`src/rtl/circuito_pwm_multicanal.sv`:
```
// Multi-channel servo PWM generator with a shared period counter, per-channel
// target widths from a linear position map, and an optional per-period slew limit.
module circuito_pwm_multicanal #(
   parameter int unsigned NUM_CANAIS   = 4,
   parameter int unsigned POS_BITS     = 3,
   parameter int unsigned CONF_PERIODO = 1000000,
   parameter int unsigned LARG_MIN     = 50000,
   parameter int unsigned DELTA        = 5556,
   parameter int unsigned LARG_MAX     = 100000,
   parameter int unsigned PASSO        = 0,
   parameter int unsigned POS_INICIAL  = 0
) (
   input  logic                  clock,
   input  logic                  reset,
   input  logic                  wr_en,
   input  logic [3:0]            wr_canal,
   input  logic [POS_BITS-1:0]   wr_posicao,
   output logic [NUM_CANAIS-1:0] pwm,
   output logic [NUM_CANAIS-1:0] em_movimento,
   output logic                  inicio_periodo,
   output logic                  wr_erro
);

   // Widths never exceed LARG_MAX < CONF_PERIODO, so they share the counter width.
   localparam int unsigned CW = (CONF_PERIODO > 2) ? $clog2(CONF_PERIODO) : 1;
   localparam logic [CW-1:0] ULTIMO = CW'(CONF_PERIODO - 1);

   // Linear position map, evaluated at 64 bits so large codes cannot wrap before the clamp.
   function automatic logic [CW-1:0] largura_de(input logic [POS_BITS-1:0] p);
      logic [63:0] w;
      w = 64'(LARG_MIN) + 64'(p) * 64'(DELTA);
      if (w > 64'(LARG_MAX)) w = 64'(LARG_MAX);
      return CW'(w);
   endfunction

   // One slew step toward the target; PASSO==0 means jump straight there.
   function automatic logic [CW-1:0] aproxima(input logic [CW-1:0] atual,
                                              input logic [CW-1:0] alvo);
      logic [CW-1:0] dif;
      if (PASSO == 0) return alvo;
      if (alvo > atual) begin
         dif = alvo - atual;
         if (32'(dif) > PASSO) return atual + CW'(PASSO);
         return alvo;
      end
      dif = atual - alvo;
      if (32'(dif) > PASSO) return atual - CW'(PASSO);
      return alvo;
   endfunction

   localparam logic [CW-1:0] LARG_INI = largura_de(POS_BITS'(POS_INICIAL));

   logic [CW-1:0]         contador_q, contador_d;
   logic [CW-1:0]         alvo_q    [NUM_CANAIS];
   logic [CW-1:0]         alvo_d    [NUM_CANAIS];
   logic [CW-1:0]         largura_q [NUM_CANAIS];
   logic [CW-1:0]         largura_d [NUM_CANAIS];
   logic [NUM_CANAIS-1:0] pwm_q, pwm_d;
   logic [NUM_CANAIS-1:0] em_q, em_d;
   logic                  inicio_q, inicio_d;
   logic                  erro_q, erro_d;
   logic                  fim;

   assign fim = (contador_q == ULTIMO);

   // Next-state: counter wrap, writes into targets, width update only at the period boundary.
   always_comb begin
      contador_d = fim ? '0 : contador_q + 1'b1;
      inicio_d   = (contador_q == '0);
      erro_d     = wr_en && (32'(wr_canal) >= NUM_CANAIS);
      pwm_d      = '0;
      em_d       = em_q;
      for (int unsigned i = 0; i < NUM_CANAIS; i++) begin
         alvo_d[i]    = alvo_q[i];
         largura_d[i] = largura_q[i];
         pwm_d[i]     = (contador_q < largura_q[i]);
         // The update reads alvo_q, so a write on the boundary edge waits one period.
         if (fim) begin
            largura_d[i] = aproxima(largura_q[i], alvo_q[i]);
            em_d[i]      = (largura_d[i] != alvo_q[i]);
         end
         if (wr_en && (32'(wr_canal) == i)) alvo_d[i] = largura_de(wr_posicao);
      end
   end

   // State registers with asynchronous active-low reset.
   always_ff @(posedge clock or negedge reset) begin
      if (!reset) begin
         contador_q <= '0;
         pwm_q      <= '0;
         em_q       <= '0;
         inicio_q   <= 1'b0;
         erro_q     <= 1'b0;
         for (int unsigned i = 0; i < NUM_CANAIS; i++) begin
            alvo_q[i]    <= LARG_INI;
            largura_q[i] <= LARG_INI;
         end
      end else begin
         contador_q <= contador_d;
         pwm_q      <= pwm_d;
         em_q       <= em_d;
         inicio_q   <= inicio_d;
         erro_q     <= erro_d;
         for (int unsigned i = 0; i < NUM_CANAIS; i++) begin
            alvo_q[i]    <= alvo_d[i];
            largura_q[i] <= largura_d[i];
         end
      end
   end

   assign pwm            = pwm_q;
   assign em_movimento   = em_q;
   assign inicio_periodo = inicio_q;
   assign wr_erro        = erro_q;

endmodule

```
`config.mk`:
```
export PLATFORM = sky130hd
export DESIGN_NAME = circuito_pwm_multicanal
export DESIGN_NICKNAME = d
export VERILOG_FILES = /design/src/rtl/circuito_pwm_multicanal.sv
export SDC_FILE = /design/constraint.sdc
export NUM_CORES = 1
export LEC_CHECK = 0
export ABC_AREA = 1
export CORE_MARGIN = 3
export CORE_UTILIZATION = 50
export CTS_CLUSTER_DIAMETER = 60
export DETAILED_ROUTE_END_ITERATION = 10
export GPL_TIMING_DRIVEN = 0
export PLACE_DENSITY = 0.78
export SYNTH_ARGS = -nofsm -noshare
export SYNTH_HDL_FRONTEND = slang
export SYNTH_SLANG_ARGS = --single-unit
```
`constraint.sdc`:
```
create_clock -name clock -period 2.6 [get_ports clock]
set_clock_uncertainty 0.1 [all_clocks]
set_input_delay 0.26 -clock clock [delete_from_list [all_inputs] [get_ports clock]]
set_output_delay 0.26 -clock clock [all_outputs]
set_load 0.02 [all_outputs]
```
==> results of run 1 <==
-- power breakdown --
| group | internal [mW] | leakage [nW] | switching [mW] | total (mW) |
|---|---|---|---|---|
| sequential | 2.61 | 1.81 | 0.184 | 2.79 |
| clock | 1.46 | 0.287 | 0.997 | 2.45 |
| combinational | 0.339 | 2.49 | 0.588 | 0.928 |
-- through the flow --
stage	hold slack, ns	setup TNS, ns	setup WS, ns
6_report	0.01692	0	0.02825
5_1_grt	0.02232	-0.7446	-0.07068
4_1_cts	0.007495	-0.005831	-0.005831
3_5_place_dp	0.09994	-75.62	-1.377
3_3_place_gp	0.3562	-633.77	-4.436
2_1_floorplan	-0.1356	-1.225	-0.05750
-- worst register-to-register path, delay by kind of cell, from the launching register on --
kind	cells	cell delay (ns)
fa+ha+maj	1	0.20
compound gates	1	0.05
flops	1	0.39
buf+inv	2	0.22
simple gates	11	1.39
-- final cells by class --
cell class                      count  area (um^2)
Multi-Input combinational cell    679         3905
Sequential cell                   146         3714
Clock inverter                     13        148.9
Timing Repair Buffer               26        296.5
Inverter                          144        559.3
Buffer                             29        180.2
Fill cell                        1346         5973
Clock buffer                       19        442.9
Tap cell                          211        264.0
-- worst min path at each step --
stage / startpoint / end / slack, ns / cells past startpoint
2_1_floorplan: reset / alvo_q[10] / -0.14 / 0
3_3_place_gp: alvo_q[69] / alvo_q[69] / 0.36 / 2
3_5_place_dp: reset / pwm[0] / 0.1 / 1
4_1_cts: wr_posicao[0] / alvo_q[2] / 0.007 / 3
5_1_grt: wr_posicao[0] / alvo_q[2] / 0.02 / 3
6_report: wr_posicao[0] / alvo_q[2] / 0.02 / 3
-- what timing repair did --
action / in CTS / in global routing
cloned: 0 / 1
setup endpoints to repair: 70 / 109
buffers inserted: 2 / 2
pin swaps: 3 / 16
gates resized for setup: 33 / 47
hold buffers: 5 / 0
endpoints found under the hold margin: 45 / 0
-- flip-flops by register name, indices dropped and copies added (netlist names) --
| signal | cells |
|---|---|
| largura_q | 60 |
| wr_erro | 1 |
| contador_q | 20 |
| alvo_q | 60 |
| pwm | 4 |
| inicio_periodo | 1 |
-- cell families after synthesis --
logic type,Yosys count,synth area share [%]
AND/OR/NAND/NOR,462,24.38
other,1,0.04666
XOR/XNOR,6,0.6539
flip-flops,146,46.21
AO/OA/AOI/OAI,139,9.248
adder cells (fa/ha/maj),68,10.68
buffers and inverters,173,8.781
-- cell usage after synthesis (all sizes together), types with 2 or more instances --
cell and count:
dfrtp 98, o21ai 91, buf 11, inv 139, a21oi 33, ha 67, clkbuf 18, nor3 12
nor4 9, nand2 308, a211oi 3, nand4 14, nand3b 3, nor2 51, xor2 5, dfstp 48
o21a 3, clkinv 5, o311ai 2, nand3 63
-- per-layer routing --
metal / part of all wire [%] / GRT usage, % / routed length (um) / up-vias
met5: 0 / 0 / 0 / -
met4: 2.6 / 8.891 / 479 / 0
met3: 3.9 / 3.536 / 726 / 35
met2: 47 / 34.51 / 8852 / 150
met1: 46 / 29.42 / 8684 / 3152
li1: - / - / - / 3304
==> flow_summary.ini, run 1 <==
[placement]
io_buffers = 15
placed_area_um2 = 8616
dp_hpwl_um = 13470
place_congestion = 0.9052
post-place-cells = 1225

[status]
status = completed

[yosys]
netlist-cell-type-count = 45
yosysTopAreaCell = dfrtp_1
synth-async-reset-ratio_pct = 100.0
yosys.area.top_type_share_pct = 30.52
yosysSeqAreaShare_pct = 46.21
yosys-top-cells-area = dfrtp_1, dfstp_2, nand2_1
netlist_area_um2 = 8036
synthCells = 995
synthFlopType = dfrtp_1
synth_edf_count = 0
ys_seq_elements = 146
yosys_warnings = 0
syn_avg_cell_area_um2 = 8.077

[worst_setup_path]
path_delay_family = simple AND/OR/NAND/NOR gates
crit_slowest_cell = fa_2
cp_common_cell = nand2_2
start_kind = input pin
critPathRequiredTime_ns = 2.87
rrSetupSlack_ns = 0.13
reg2reg_depth = 15
cp-endpoint = alvo_q[48]
cp.depth = 24
crit_path_max_incr_delay_ns = 0.36
critPathCaptureType = flop
critPathKind = input pin to flop
regToRegEndpoint = contador_q[18]
critPathLaunch = wr_posicao[0]
critPathArrivalTime_ns = 2.84
crit_path_cell_trace = buf_8 -> inv_8 -> ha_4 -> ha_4 -> inv_4 -> fa_2 -> inv_2 -> nand2_1 -> nand3_1 -> nand2_1 -> nand3_1 -> nand2_2 -> inv_2 -> nand2_2 -> nor2_4 -> nand2_1 -> nand2_2 -> nand2_2 -> nor2_2 -> nand2_2 -> nand2_8 -> buf_8 -> nand3_1 -> nand2_1
crit_path_max_fanout = 10
crit_buf_inv = 6
regToRegStartpoint = contador_q[0]

[routing]
drc = 0
vias = 6641
drtIter0Drc = 488
drt_pass1_iterations = 6
drt_wl_total_um = 18740
detail-route-antenna-nets = 0
via_per_inst = 5.242
wl_per_cell_um = 14.79

[grt]
gr-total-overflow = 0
grt_max_degree = 106
grt_pass1_vias = 6257
antenna_found_initial = 0
grt_pass1_wl_um = 30840
grt_use_total_pct = 21.61

[cells_and_area]
layout_commonest_cell = nand2_1
final_cell_mix = nand2_1, inv_1, dfrtp_1, o21ai_0, ha_1
finish.utilization_pct = 61.42
drive_gt1_share_pct = 17.33
area_delta_synth_final_pct = 18.34
antenna_cells = 0
instances_no_fill = 1267
num-nets-final = 1121
stdcell_area_um2 = 9510

[die]
chipHeight_um = 132.8
core_area_um2 = 15480
dieWidth_um = 132.8
initial_core_util_pct = 51.90
ioPinCount = 20
die_area_um2 = 17630
num_rows = 45

[sta]
finalMaxSlewViolations = 0
timing.fmax_mhz = 388.8
rsz0062_at_grt = true
finalCritPeriodShare_pct = 98.91
hold_viol_final = 0
relSlewSlack_pct = 56.55
max_slew.worst_pin.slew_ns = 0.6458
period_needed_ns = 2.572
final-setup-viol-count = 0

[clocking]
cts-root-buf = clkbuf_16
cts_buffer_depth = 2
cts_buffers = 17
worstSkewPairLatency_ns = 0.42
htree_num_levels = 4
cts_tree = built
cts_sinks = 146
clk_pin_slew_ns = 0.06

[job]
maxCapViolCount = 0

[hold_path]
hold_path_class = input pin to flop

[power]
total_power_mw = 6.175
peakVddDrop_uv = 362.2
p_leak_nw = 4.583
p_per_area_nw_per_um2 = 649.3
Power figures use the tool's default switching activity.
==> run 2, diff against run 1 <==
SETUP_SLACK_MARGIN = 0.3   (was default)
==> run 2 against run 1 <==
Effect of this change:
- cell count grew 1.7%
- clock-buffer cell count grew 5
- critical path depth shrank 6
- power grew 1.6%
- clock power shrank 6%
- die area is the same
- utilization grew 2.8 points
- non-clock buffer count grew 21
==> flow_summary.ini, run 2 (same netlist as run 1, synthesis figures left out) <==
[die]
num_rows = 45
die_area_um2 = 17630
initial_core_util_pct = 51.90
chipHeight_um = 132.8
core_area_um2 = 15480
dieWidth_um = 132.8
ioPinCount = 20

[sta]
final-setup-viol-count = 0
period_needed_ns = 2.574
finalMaxSlewViolations = 0
finalCritPeriodShare_pct = 98.99
relSlewSlack_pct = 55.44
hold_viol_final = 0
max_slew.worst_pin.slew_ns = 0.6623
rsz0062_at_grt = true
timing.fmax_mhz = 388.5

[clocking]
cts_buffers = 17
htree_num_levels = 4
cts_tree = built
clk_pin_slew_ns = 0.06
cts_sinks = 146
worstSkewPairLatency_ns = 0.43
cts_buffer_depth = 2
cts-root-buf = clkbuf_16

[worst_setup_path]
crit_path_max_fanout = 7
start_kind = input pin
regToRegEndpoint = contador_q[18]
reg2reg_depth = 15
regToRegStartpoint = contador_q[1]
critPathKind = input pin to flop
rrSetupSlack_ns = 0.47
critPathArrivalTime_ns = 2.79
critPathRequiredTime_ns = 2.82
critPathCaptureType = flop

[routing]
wl_per_cell_um = 15.90
via_per_inst = 5.357
vias = 6905
detail-route-antenna-nets = 0
drt_pass1_iterations = 7
drtIter0Drc = 525
drc = 0
drt_wl_total_um = 20490

[power]
p_leak_nw = 4.751
internal_power_mw = 4.413
pwr-share-comb_pct = 18.4
power_frac_seq_pct = 44.7
p_per_area_nw_per_um2 = 631.1
p_sw_share_pct = 29.65
power_frac_clock_pct = 36.9
total_power_mw = 6.274
power.switching_mw = 1.860
peakVddDrop_uv = 404.9

[status]
status = completed

[placement]
io_buffers = 15
place_congestion = 0.9185
dp_hpwl_um = 13760
post-place-cells = 1225

[cells_and_area]
final_cell_mix = nand2_1, inv_1, dfrtp_1, o21ai_0, ha_1
area_delta_synth_final_pct = 23.70
drive_gt1_share_pct = 24.03
num-nets-final = 1143
top_regs = alvo_q (60), largura_q (60), contador_q (20)
layout_commonest_cell = nand2_1
instances_no_fill = 1289
antenna_cells = 0

[grt]
gr-total-overflow = 0
grt_use_total_pct = 22.95
grt_max_degree = 103
grt_pass1_wl_um = 32490
grt_pass1_vias = 6571
antenna_found_initial = 0

[hold_path]
whs_path_depth = 4
min_from = wr_posicao[1]
min_to = alvo_q[23]
hold_path_class = input pin to flop

[job]
maxCapViolCount = 0
## run 2: what timing repair did
action	CTS	global route
hold endpoints to repair	44	0
hold buffers	1	0
pin swaps	22	29
gates resized for setup	71	94
gates cloned	2	1
setup buffers	17	11
setup endpoints to repair	123	124
## run 2: metrics by stage
step | area (um^2) | worst slack [ns] | hold WS (ns) | TNS [ns] | util, %
finish | 9941 | 0.02622 | 0.1602 | 0 | 64.20
global route | 9941 | -0.1136 | 0.1640 | -2.130 | 64.20
CTS | 9544 | 0.1183 | 0.1567 | 0 | 61.64
detailed placement | 8628 | -1.355 | 0.1105 | -73.48 | 55.73
global placement | 8600 | -4.520 | 0.3556 | -642.71 | 55.54
floorplan | 8185 | -0.03819 | -0.1356 | -0.8080 | -
## run 2: final cells by class
type	count	area [um^2]
Inverter	144	561.8
Timing Repair Buffer	47	480.5
Buffer	29	190.2
Multi-Input combinational cell	680	4172
Clock buffer	24	471.7
Fill cell	1242	5543
Sequential cell	146	3721
Tap cell	211	264.0
Clock inverter	8	80.08
## run 2: layer usage
| layer | global-route usage (%) | wire length [um] |
|---|---|---|
| met1 | 30.37 | 8756 |
| met2 | 38.12 | 10250 |
| met3 | 3.992 | 921 |
| met4 | 8.083 | 560 |
| met5 | 0 | 0 |
## run 2: worst max path at each step
stage | startpoint | end | depth (start not counted)
after global placement | reset | alvo_q[22] | 1
after global routing | wr_posicao[0] | alvo_q[2] | 21
after floorplan | wr_posicao[0] | alvo_q[11] | 22
final | wr_posicao[0] | alvo_q[2] | 18
after CTS | wr_posicao[0] | alvo_q[8] | 24
after detailed placement | wr_posicao[1] | alvo_q[48] | 24
## run 2: power by group through the flow
stage	registers [mW]	logic (mW)	clock network, mW
CTS	2.79	0.960	2.31
global route	2.83	1.27	2.42
finish	2.81	1.16	2.31
global placement	2.82	0.797	0
detailed placement	2.82	0.834	0
floorplan	2.74	0.613	0
## run 2: worst max-delay path, stage by stage
cell	delay (ns)
buf_12	0.09
inv_8	0.03
ha_4	0.25
ha_4	0.14
inv_4	0.04
fa_2	0.60
nand2_4	0.08
nand2_2	0.08
nand3_1	0.11
nor2_2	0.19
nor2_4	0.06
nand3_2	0.08
nand3_2	0.11
a21oi_4	0.22
nand2_8	0.13
clkbuf_16	0.19
nand3_2	0.06
nand2_1	0.06
